**src/rtl/wide_add_pkg.sv**
```systemverilog
// Shared types and constants for the multi-precision adder sequencer.
// Latency: n/a (declarations only).
// Backpressure: n/a.
package wide_add_pkg;

  // Word width is pinned to the shared 16-bit adder datapath.
  localparam int WORD_BITS = 16;

  // Sequencer control states.
  typedef enum logic [1:0] {
    IDLE = 2'd0,
    EXEC = 2'd1,
    DONE = 2'd2
  } state_t;

endpackage

```
**src/rtl/adder_16bit.sv**
```systemverilog
// Combinational 16-bit adder with carry in and carry (overflow) out.
// Latency: 0 cycles, purely combinational.
// Backpressure: none; the output follows the inputs.
module adder_16bit (
  input  logic [15:0] i_a,
  input  logic [15:0] i_b,
  input  logic        i_carry_in,
  output logic [15:0] o_sum,
  output logic        o_overflow
);

  // The 17-bit result keeps the carry out of bit 15.
  assign {o_overflow, o_sum} = {1'b0, i_a} + {1'b0, i_b} + {16'd0, i_carry_in};

endmodule

```
**src/rtl/wide_add_sequencer.sv**
```systemverilog
// Wide adder: NUM_WORDS x 16-bit sum on one shared adder_16bit, LS word first.
// Latency: done pulses NUM_WORDS cycles after the accepting edge; busy spans NUM_WORDS+1 cycles.
// Backpressure: start is only sampled in IDLE; requests made while busy are dropped.
module wide_add_sequencer
  import wide_add_pkg::*;
#(
  parameter int NUM_WORDS = 4
) (
  input  logic                           i_clk,
  input  logic                           i_rst,
  input  logic                           i_start,
  input  logic [NUM_WORDS*WORD_BITS-1:0] i_a,
  input  logic [NUM_WORDS*WORD_BITS-1:0] i_b,
  input  logic                           i_carry_in,
  output logic                           o_busy,
  output logic                           o_done,
  output logic [NUM_WORDS*WORD_BITS-1:0] o_sum,
  output logic                           o_overflow
);

  localparam int                IDX_W    = $clog2(NUM_WORDS);
  localparam logic [IDX_W-1:0] LAST_IDX = IDX_W'(NUM_WORDS - 1);

  state_t                         r_state;
  logic [NUM_WORDS*WORD_BITS-1:0] r_a;
  logic [NUM_WORDS*WORD_BITS-1:0] r_b;
  logic [NUM_WORDS*WORD_BITS-1:0] r_sum;
  logic                           r_carry;
  logic                           r_overflow;
  logic [IDX_W-1:0]               r_idx;
  logic                           r_busy;
  logic                           r_done;

  logic [WORD_BITS-1:0]           w_a_word;
  logic [WORD_BITS-1:0]           w_b_word;
  logic [WORD_BITS-1:0]           w_add_sum;
  logic                           w_add_ovf;
  logic [NUM_WORDS-1:0]           w_word_en;

  // Select the current operand words and decode the per-word result write enable from idx.
  always_comb begin
    w_a_word  = '0;
    w_b_word  = '0;
    w_word_en = '0;
    for (int i = 0; i < NUM_WORDS; i++) begin
      if (r_idx == IDX_W'(i)) begin
        w_a_word     = r_a[i*WORD_BITS +: WORD_BITS];
        w_b_word     = r_b[i*WORD_BITS +: WORD_BITS];
        w_word_en[i] = (r_state == EXEC);
      end
    end
  end

  adder_16bit u_adder (
    .i_a        (w_a_word),
    .i_b        (w_b_word),
    .i_carry_in (r_carry),
    .o_sum      (w_add_sum),
    .o_overflow (w_add_ovf)
  );

  // Control FSM with registered busy/done; operands are captured only on acceptance.
  always_ff @(posedge i_clk) begin
    if (i_rst) begin
      r_state    <= IDLE;
      r_a        <= '0;
      r_b        <= '0;
      r_sum      <= '0;
      r_carry    <= 1'b0;
      r_overflow <= 1'b0;
      r_idx      <= '0;
      r_busy     <= 1'b0;
      r_done     <= 1'b0;
    end else begin
      case (r_state)
        IDLE: begin
          if (i_start) begin
            r_state <= EXEC;
            r_a     <= i_a;
            r_b     <= i_b;
            r_carry <= i_carry_in;
            r_idx   <= '0;
            r_busy  <= 1'b1;
          end
        end
        EXEC: begin
          for (int i = 0; i < NUM_WORDS; i++) begin
            if (w_word_en[i]) begin
              r_sum[i*WORD_BITS +: WORD_BITS] <= w_add_sum;
            end
          end
          // Carry ripples into the next word on the following cycle.
          r_carry <= w_add_ovf;
          if (r_idx == LAST_IDX) begin
            r_overflow <= w_add_ovf;
            r_state    <= DONE;
            r_done     <= 1'b1;
          end else begin
            r_idx <= r_idx + 1'b1;
          end
        end
        DONE: begin
          r_state <= IDLE;
          r_busy  <= 1'b0;
          r_done  <= 1'b0;
        end
        default: begin
          r_state <= IDLE;
          r_busy  <= 1'b0;
          r_done  <= 1'b0;
        end
      endcase
    end
  end

  assign o_busy     = r_busy;
  assign o_done     = r_done;
  assign o_sum      = r_sum;
  assign o_overflow = r_overflow;

endmodule

```
**config.mk**
```make
export PLATFORM = sky130hd
export DESIGN_NAME = wide_add_sequencer
export DESIGN_NICKNAME = d
export VERILOG_FILES = /design/src/rtl/wide_add_pkg.sv /design/src/rtl/adder_16bit.sv /design/src/rtl/wide_add_sequencer.sv
export SDC_FILE = /design/constraint.sdc
export NUM_CORES = 1
export LEC_CHECK = 0
export BUFFER_PORTS_ARGS = -buffer_cell sky130_fd_sc_hd__buf_2
export CORE_MARGIN = 5
export CORE_UTILIZATION = 49
export CTS_CLUSTER_DIAMETER = 30
export DETAILED_ROUTE_END_ITERATION = 7
export GPL_TIMING_DRIVEN = 0
export HOLD_SLACK_MARGIN = 0.1
export MAX_ROUTING_LAYER = met4
export PLACE_DENSITY = 0.78
export SLEW_MARGIN = 30
export SYNTH_ARGS = -nofsm -noshare
export SYNTH_HDL_FRONTEND = slang
export SYNTH_SLANG_ARGS = --single-unit
```
**constraint.sdc**
```tcl
create_clock -name i_clk -period 3.35 [get_ports i_clk]
set_input_delay 1.005 -clock i_clk [delete_from_list [all_inputs] [get_ports i_clk]]
set_output_delay 1.005 -clock i_clk [all_outputs]
set_load 0.1 [all_outputs]
```
==> flow_summary.toml, run 1 <==
[run_status]
status = "finished, violations left"
violations = "negative setup slack"

[placed_design]
globalplace.congestion = 0.928
io_buffer_count = 198
place_hpwl_um = 22800
dpl_cell_area_um2 = 10400

[worst_hold_path]
min_path_type = "register to register"

[sta]
finalSetupViolCount = 25
fin_ws_ns = -0.0915
fin_crit_sh_pct = 103
finalCriticalPeriod_ns = 3.44
maxSlewHeadroom_pct = 49.2
skew_ns = 0.00798
finalHoldViolCount = 0
fmax_mhz = 291
rsz0062_at_grt = "true"
drv_slew = 0
tightest_slew_ns = 0.762

[detailed_routing]
wl_per_cell_um = 18.2
drt-vias-per-instance = 5.73
vias = 9847
drc = 0
drtPass1Iterations = 6
wl_um = 31200
drt_iter0_drc = 1146
ant_nets = 0

[cells_and_area]
nets = 1628
layout_common_cells = "nand2_1, a21oi_1, buf_2, dfxtp_1, nor2_1"
area_growth_syn_to_layout_pct = 28.2
ff_latch_area_um2 = 4010
drive_gt1_share_pct = 23.9
multiInputGateArea_um2 = 5040
final_cell_area_um2 = 11600
fillCellCount = 1593
final_common_cell = "nand2_1"

[critical_path]
rr_worst_depth = 16
critPathCaptureType = "register"
cp-startpoint = "r_idx[0]"
critPathLaunchType = "register"
crit_fanout = 6
critical_path_required_ns = 3.71
criticalPathCategory = "register to register"
reg2reg_to = "o_overflow"
endpoint = "o_overflow"
r2r_slack_ns = -0.09
r2r_start = "r_idx[0]"
cp.arrival_ns = 3.80

[yosys]
yosys_most_used_dff = "dfxtp_1"
synth-edff-count = 0
synth_area_um2 = 9060
yosysWarnings = 0
ys_ff_latch = 200
yosysSeqAreaShare_pct = 44.2
synth_top_area_share_pct = 44.2
synth_nets = 1387
synth_top_area_cell = "dfxtp_1"
synthTopCellsByArea = "dfxtp_1, nand2_1, a21oi_1"
avgSynthCellArea_um2 = 7.34
synthCells = 1234
synth_async_sr_flop_share_pct = 0
synth.distinct_cells = 60

[floorplanning]
die_x_um = 146
io_pins = 199
core-area_um2 = 18100
die_h_um = 146
num_rows = 49
dieArea_um2 = 21300
start_util_pct = 50.1

[pwr]
p_leak_nw = 4.73
ir_worst_vdd_mv = 0.342
p_total_w = 0.00577
cellPowerDensity_nw_per_um2 = 497

[global_routing]
grt-ovfl-total = 0
grt_start_max_net_pins = 19
grt.total_usage_pct = 28.4
grt_pass1_wl_um = 47100
grt_pass1_vias = 9161
antenna_found_initial = 0

[clock_tree]
cts.sinks = 200
clock-root-buffer = "clkbuf_16"
clockBufferDepth = 2
cts_tree = "yes"
clkSlewWorstSetupHoldPaths_ns = 0.08
hold_buffers = 0
cts_buffers = 17
insertion_delay_ns = 0.44
htreeDepth = 4

[job]
drv_cap = 0
[layout make-up]
| cell class | count | area share (%) |
|---|---|---|
| clock buffer | 18 | 3.78 |
| sequential | 200 | 34.5 |
| multi-input combinational | 934 | 43.4 |
| clock inverter | 14 | 1.44 |
| tap | 229 | 2.47 |
| buffer | 87 | 3.76 |
| antenna | 1 | 0.0215 |
| timing repair buffer | 225 | 10.3 |
| inverter | 10 | 0.366 |
[flip-flops by register name (all words and copies together) (netlist names)]
register / cells
o_sum: 64
r_a: 64
r_b: 64
r_idx: 2
r_state: 2
o_busy: 1
o_done: 1
o_overflow: 1
r_carry: 1
[kinds of logic after synthesis]
group / synth area share, %
simple gates: 26.0
compound gates: 21.9
flops: 44.2
buf+inv: 4.23
fa+ha+maj: 3.07
xor+xnor: 0.387
mux: 0.221
[where the power goes]
part           internal (W)  leakage, nW  switching [W]  total [W]
Sequential          0.00249         1.63      0.0000721    0.00256
Combinational      0.000360         2.81       0.000721    0.00108
Clock               0.00114        0.288       0.000987    0.00213
Total               0.00399         4.73        0.00178    0.00577
[cell usage after synthesis, drive strengths merged, types with 5 or more instances]
cell type  instances
nand2            388
dfxtp            200
clkbuf            78
ha                19
and2               7
a211oi             8
nor2              89
nand3             14
o21a               5
a21o               7
nand3b            31
nand2b            11
a21oi            233
inv               10
o311ai            12
o21ai             56
buf               12
[routing by layer]
metal  vias up  GRT usage (%)  routed length [um]
met4         0           10.4                1260
met1      4525           35.9               12500
met2       581           45.4               14500
li1       4639              -                   -
met3       102           5.76                3030
met5         -              -                   0
[worst max-delay path: stages (launching register included)]
cell and delay (ns):
dfxtp_4 0.38, inv_4 0.08, ha_4 0.19, clkbuf_16 0.16, nand2_4 0.05, nor2_4 0.11
a21oi_2 0.05, o21ai_4 0.14, mux2i_4 0.11, fa_2 0.42, fa_2 0.35, and2b_2 0.26
o31ai_4 0.10, a211o_4 0.38, a21oi_2 0.14, o211ai_1 0.15, a311oi_1 0.28
[how the worst min path moves through the flow]
stage	startpoint	endpoint	slack [ns]	cells past startpoint
2_1_floorplan	r_a[48]	r_a[48]	0.44	2
3_3_place_gp	o_sum[3]	o_sum[3]	0.44	2
3_5_place_dp	o_sum[23]	o_sum[23]	0.44	2
4_1_cts	o_sum[23]	o_sum[23]	0.45	2
5_1_grt	r_b[55]	r_b[55]	0.47	2
6_report	r_b[25]	r_b[25]	0.46	2
[what timing repair did]
action / CTS / global route
pin swaps: 21 / 29
setup endpoints to repair: 50 / 50
setup buffers: 21 / 6
resized for setup: 70 / 66
[metrics by stage]
step | hold WS [ns] | TNS [ns] | std cells | utilization (%) | setup WS (ns)
finish | 0.457 | -1.01 | 1718 | 64.2 | -0.0915
global route | 0.474 | -6.60 | 1717 | 64.2 | -0.265
CTS | 0.454 | -3.43 | 1713 | 62.8 | -0.194
detailed placement | 0.444 | -24.44 | 1661 | 57.2 | -0.740
global placement | 0.441 | -20.60 | 1661 | 57.2 | -0.615
floorplan | 0.436 | 0 | 1234 | - | 0.0228
Power figures use the tool's default switching activity.
==> inputs of run 2 (changes only) <==
--- a/config.mk
+++ b/config.mk
@@ -5,15 +5,15 @@
 export SDC_FILE = /design/constraint.sdc
 export NUM_CORES = 1
 export LEC_CHECK = 0
+export ABC_AREA = 1
 export BUFFER_PORTS_ARGS = -buffer_cell sky130_fd_sc_hd__buf_2
 export CORE_MARGIN = 5
-export CORE_UTILIZATION = 49
+export CORE_UTILIZATION = 48
 export CTS_CLUSTER_DIAMETER = 30
 export DETAILED_ROUTE_END_ITERATION = 7
 export GPL_TIMING_DRIVEN = 0
 export HOLD_SLACK_MARGIN = 0.1
-export MAX_ROUTING_LAYER = met4
-export PLACE_DENSITY = 0.78
+export PLACE_DENSITY = 0.77
 export SLEW_MARGIN = 30
 export SYNTH_ARGS = -nofsm -noshare
 export SYNTH_HDL_FRONTEND = slang
==> flow_summary.toml, run 2 <==
[run_status]
status = "finished, final reports clean"

[sta]
tightest_slew_ns = 0.571
fin_tns_setup_ns = 0
fin_crit_sh_pct = 96.7
rsz0062_at_grt = "true"
drv_slew = 0
finalSetupViolCount = 0
fmax_mhz = 309
finalHoldViolCount = 0
skew_ns = 0.00911
maxSlewHeadroom_pct = 62.0
finalCriticalPeriod_ns = 3.24
fin_ws_ns = 0.109

[clock_tree]
clkSlewWorstSetupHoldPaths_ns = 0.07
clockBufferDepth = 2
clock-root-buffer = "clkbuf_16"
insertion_delay_ns = 0.45
cts_tree = "yes"
htreeDepth = 4
cts_buffers = 17
cts.sinks = 200

[detailed_routing]
drt-vias-per-instance = 5.27
drtPass1Iterations = 5
drc = 0
wl_per_cell_um = 16.8
wl_um = 29000
vias = 9120
drt_iter0_drc = 848
ant_nets = 0

[job]
drv_cap = 0

[cells_and_area]
fillCellCount = 1765
nets = 1636
final_cell_area_um2 = 11200
ff_latch_area_um2 = 4010
multiInputGateArea_um2 = 4440
final_common_cell = "nor2_1"
fin_util_pct = 59.6
antennaDiodeCount = 0
layout_common_cells = "nor2_1, buf_2, dfxtp_1, o21ai_0, nand2_1"
area_growth_syn_to_layout_pct = 21.9
drive_gt1_share_pct = 23.2

[critical_path]
criticalPathCategory = "register to register"
critPathCaptureType = "register"
critPathLaunchType = "register"
crit_fanout = 10
critical_path_required_ns = 3.70
cp.arrival_ns = 3.59
r2r_start = "r_idx[1]"
cp-startpoint = "r_idx[1]"

[yosys]
synth_top_area_cell = "dfxtp_1"
synth-edff-count = 0
synth_nets = 1417
synth_top_area_share_pct = 43.6
yosysSeqAreaShare_pct = 43.6
synth_async_sr_flop_share_pct = 0
synthTopCellsByArea = "dfxtp_1, nor2_1, o21ai_0"
synthCells = 1264
synth.distinct_cells = 37
yosysWarnings = 0
synth_area_um2 = 9180
yosys_most_used_dff = "dfxtp_1"
ys_ff_latch = 200
avgSynthCellArea_um2 = 7.26
yosysMostFrequentCell = "nor2_1"
synth_top_cells_by_count = "nor2_1, dfxtp_1, o21ai_0"

[pwr]
ir_worst_vdd_mv = 0.348
p_leak_nw = 5.60
cellPowerDensity_nw_per_um2 = 542

[global_routing]
grt_pass1_vias = 8573
grt_pass1_wl_um = 44900
grt-ovfl-total = 0
antenna_found_initial = 0
grt_start_max_net_pins = 19
grt.total_usage_pct = 26.0

[placed_design]
place_hpwl_um = 22400
dpl_cell_area_um2 = 10500
io_buffer_count = 198
globalplace.congestion = 0.951
post-place-ws_ns = -0.215

[worst_hold_path]
min_path_type = "register to register"
hold_start = "r_a[57]"

[floorplanning]
start_util_pct = 48.9
dieArea_um2 = 22000
num_rows = 50
core-area_um2 = 18800
die_h_um = 148
io_pins = 199
die_x_um = 148
run 2: cell types whose count changed in the layout (fill, tap and decap cells not counted), sizes merged, moves of 9 or more:
cell    before  now
o21ai       56  193
clkbuf      93   53
inv         14  129
nand2      388  138
nor2        89  287
nand3       14   53
buf        237  246
nand2b      11    0
a21oi      233   58
nand3b      31    0
o21bai       0   12
a22oi        1   32
o21a         5   44
o311ai      12    0
run 2: layout make-up:
class / instances / area share, %
multi-input combinational: 863 / 39.7
sequential: 200 / 35.8
timing repair buffer: 200 / 8.99
inverter: 121 / 4.08
clock buffer: 19 / 3.96
buffer: 80 / 3.62
tap: 234 / 2.62
clock inverter: 13 / 1.19
run 2: report_power, final:
group	total (W)	internal, W	switching [W]
clock network	0.00204	0.00107	0.000972
logic	0.00139	0.000420	0.000965
registers	0.00264	0.00255	0.0000936
total	0.00607	0.00404	0.00203
run 2: layer usage:
metal / part of all wire [%] / global-route usage [%] / up-vias
li1: - / - / 4550
met1: 44 / 35.6 / 4162
met2: 46 / 42.0 / 358
met3: 7.1 / 4.05 / 50
met4: 2.6 / 8.78 / 0
met5: 0 / 0 / -
run 2: what timing repair did:
action / CTS / global route
gates resized for setup: 9 / 34
endpoints found under the setup margin: 30 / 53
pin swaps: 0 / 2
hold buffers: 0 / 0
setup buffers: 0 / 2
endpoints found under the hold margin: 0 / 0
run 2: logic make-up after synthesis:
logic type	share of synthesized area [%]
buffers and inverters	9.24
AOI/OAI and AO/OA	21.9
adders and majority gates	3.03
and+or+nand+nor	21.6
xor gates and xnor gates	0.559
DFF	43.6
run 2: final timing paths:
| check | slack [ns] | end | depth (start not counted) |
|---|---|---|---|
| worst min register to register | 0.45 | r_a[57] | 2 |
| worst max register to register | 0.11 | o_sum[28] | 20 |
| worst max-delay path | 0.11 | o_sum[28] | 20 |
| worst min-delay path | 0.45 | r_a[57] | 2 |
run 2: stage by stage:
step	power [W]	std cells	hold WS [ns]
3_3_place_gp	0.00399	1696	0.437
6_report	0.00607	1730	0.452
3_5_place_dp	0.00401	1696	0.441
5_1_grt	0.00633	1730	0.472
4_1_cts	0.00602	1728	0.452
2_1_floorplan	0.00360	1264	0.424
run 2: critical path: stages (launching register included):
cell,delay [ns]
dfxtp_2,0.36
inv_1,0.06
ha_1,0.17
buf_2,0.17
inv_2,0.08
nand2_2,0.10
inv_4,0.10
buf_8,0.14
a22oi_1,0.10
o21ai_1,0.18
o21ai_1,0.12
fa_2,0.39
fa_2,0.36
inv_1,0.08
nand3_1,0.08
nand3_2,0.11
nand3_1,0.10
nand4_1,0.17
nand3_1,0.12
nand2_1,0.08
inv_1,0.04
==> inputs of run 3 (changes only) <==
--- a/config.mk
+++ b/config.mk
@@ -8,12 +8,12 @@
 export ABC_AREA = 1
 export BUFFER_PORTS_ARGS = -buffer_cell sky130_fd_sc_hd__buf_2
 export CORE_MARGIN = 5
-export CORE_UTILIZATION = 48
+export CORE_UTILIZATION = 40
 export CTS_CLUSTER_DIAMETER = 30
 export DETAILED_ROUTE_END_ITERATION = 7
 export GPL_TIMING_DRIVEN = 0
 export HOLD_SLACK_MARGIN = 0.1
-export PLACE_DENSITY = 0.77
+export PLACE_DENSITY = 0.66
 export SLEW_MARGIN = 30
 export SYNTH_ARGS = -nofsm -noshare
 export SYNTH_HDL_FRONTEND = slang
==> flow_summary.toml, run 3 (synthesized netlist as in run 2, its figures left out) <==
[floorplanning]
core-area_um2 = 22600
num_rows = 55
start_util_pct = 40.5
die_x_um = 161
die_h_um = 161
dieArea_um2 = 26100
io_pins = 199

[pwr]
p_total_w = 0.00611
cellPowerDensity_nw_per_um2 = 543
ir_worst_vdd_mv = 0.314
p_leak_nw = 5.59

[sta]
fin_tns_setup_ns = 0
finalHoldViolCount = 0
finalCriticalPeriod_ns = 3.19
maxSlewHeadroom_pct = 60.9
drv_slew = 0
skew_ns = 0.0147
finalSetupViolCount = 0
tightest_slew_ns = 0.586
rsz0062_at_grt = "false"
fin_crit_sh_pct = 95.3
fin_ws_ns = 0.159
fmax_mhz = 313

[critical_path]
crit_path_frequent_cell = "inv_1"
cp.buffers_inverters = 6
crit_cells = 17
cp.arrival_ns = 3.58
crit_chain = "inv_1, ha_2, inv_2, nand2_2, inv_4, buf_8, a22oi_1, o21ai_1, o21ai_2, fa_2, fa_2, inv_1, nand3_1, nand3_2, xor2_1, o21bai_1, inv_1"
crit_fanout = 10
cp_slowest_cell = "fa_2"
critPathCaptureType = "register"
critPathLaunchType = "register"
crit_path_max_incr_delay_ns = 0.42
criticalPathCategory = "register to register"
critical_path_required_ns = 3.74
rr_worst_depth = 17
critPathTopFamily = "adder cells"

[detailed_routing]
wl_um = 29700
drt_iter0_drc = 729
drtPass1Iterations = 5
drt-vias-per-instance = 5.06
drc = 0
wl_per_cell_um = 16.7
wl_met1_um = 13100
wl_met2_um = 13800
ant_nets = 0
dr.max_layer_used = "met5"
vias = 9000
dr_wl_met3_um = 2070

[clock_tree]
clock-root-buffer = "clkbuf_16"
cts.sinks = 200
cts_buffers = 17
clockBufferDepth = 2
cts_tree = "yes"
htreeDepth = 4
clkSlewWorstSetupHoldPaths_ns = 0.08
insertion_delay_ns = 0.45

[cells_and_area]
area_growth_syn_to_layout_pct = 22.4
fin_util_pct = 49.6
antennaDiodeCount = 0
final_common_cell = "nor2_1"
fillCellCount = 2297
layout_common_cells = "nor2_1, buf_2, dfxtp_1, o21ai_0, nand2_1"
drive_gt1_share_pct = 22.8
final_cell_area_um2 = 11200
nets = 1634

[placed_design]
io_buffer_count = 198
dpl_cell_area_um2 = 10500
place_hpwl_um = 23300
post-place-ws_ns = -0.247
globalplace.congestion = 0.938

[global_routing]
grt_start_max_net_pins = 20
antenna_found_initial = 1
grt_pass1_vias = 8896
grt.total_usage_pct = 22.8
grt-ovfl-total = 0
grt_pass1_wl_um = 46900

[job]
drv_cap = 0

[worst_hold_path]
worstHoldPathCells = 2
min_path_type = "register to register"

[run_status]
status = "finished, final reports clean"
==> run 3: changes by cell type in the layout (fill, tap and decap cells not counted), sizes merged <==
| cell | previous run | this run |
|---|---|---|
| buf | 246 | 243 |
| clkbuf | 53 | 54 |
| clkinv | 2 | 4 |
| clkinvlp | 2 | 1 |
| inv | 129 | 128 |
==> run 3: metrics by stage <==
stage                     hold WS [ns]  cells
after global routing             0.495   1779
after floorplan                  0.424   1264
after detailed placement         0.446   1747
after global placement           0.435   1747
after CTS                        0.457   1779
final                            0.458   1779
==> run 3: path summary, 6_finish.rpt <==
kind	start	end	slack [ns]
min	r_a[9]	r_a[9]	0.46
max reg2reg	r_idx[1]	o_sum[52]	0.16
max	r_idx[1]	o_sum[52]	0.16
min reg2reg	r_a[9]	r_a[9]	0.46
==> run 3: layout make-up <==
type | count | area, um^2 | share of cell area (%)
plain buffers | 79 | 402 | 3.57
clock buffers | 19 | 443 | 3.94
clock inverters | 13 | 156 | 1.39
inverters | 121 | 457 | 4.06
multi-input cells | 863 | 4410 | 39.3
flip-flops and latches | 200 | 4010 | 35.7
well taps | 285 | 357 | 3.17
repair buffers | 199 | 998 | 8.89
==> run 3: worst reg2reg max path, delay by kind of cell (launching register included) <==
family          cells  cell delay [ns]
compound gates      4             0.54
xor+xnor            1             0.40
fa+ha+maj           3             1.02
buf+inv             6             0.53
flops               1             0.37
simple gates        3             0.30
==> run 3: what timing repair did <==
action,in CTS,in global routing
resized for setup,7,31
setup buffers,0,1
setup endpoints to repair,30,53
hold buffers,0,0
pin swaps,0,3
==> run 3: report_power, final <==
part / switching [W] / internal [W] / total, W
Combinational: 0.000963 / 0.000415 / 0.00138
Sequential: 0.0000939 / 0.00254 / 0.00264
Clock: 0.00100 / 0.00109 / 0.00209
==> run 3: routing by layer <==
metal  track usage, %  vias up
met4             7.06        2
li1                 -     4542
met1             30.3     4108
met2             37.6      306
met3             4.47       42
met5                0        -
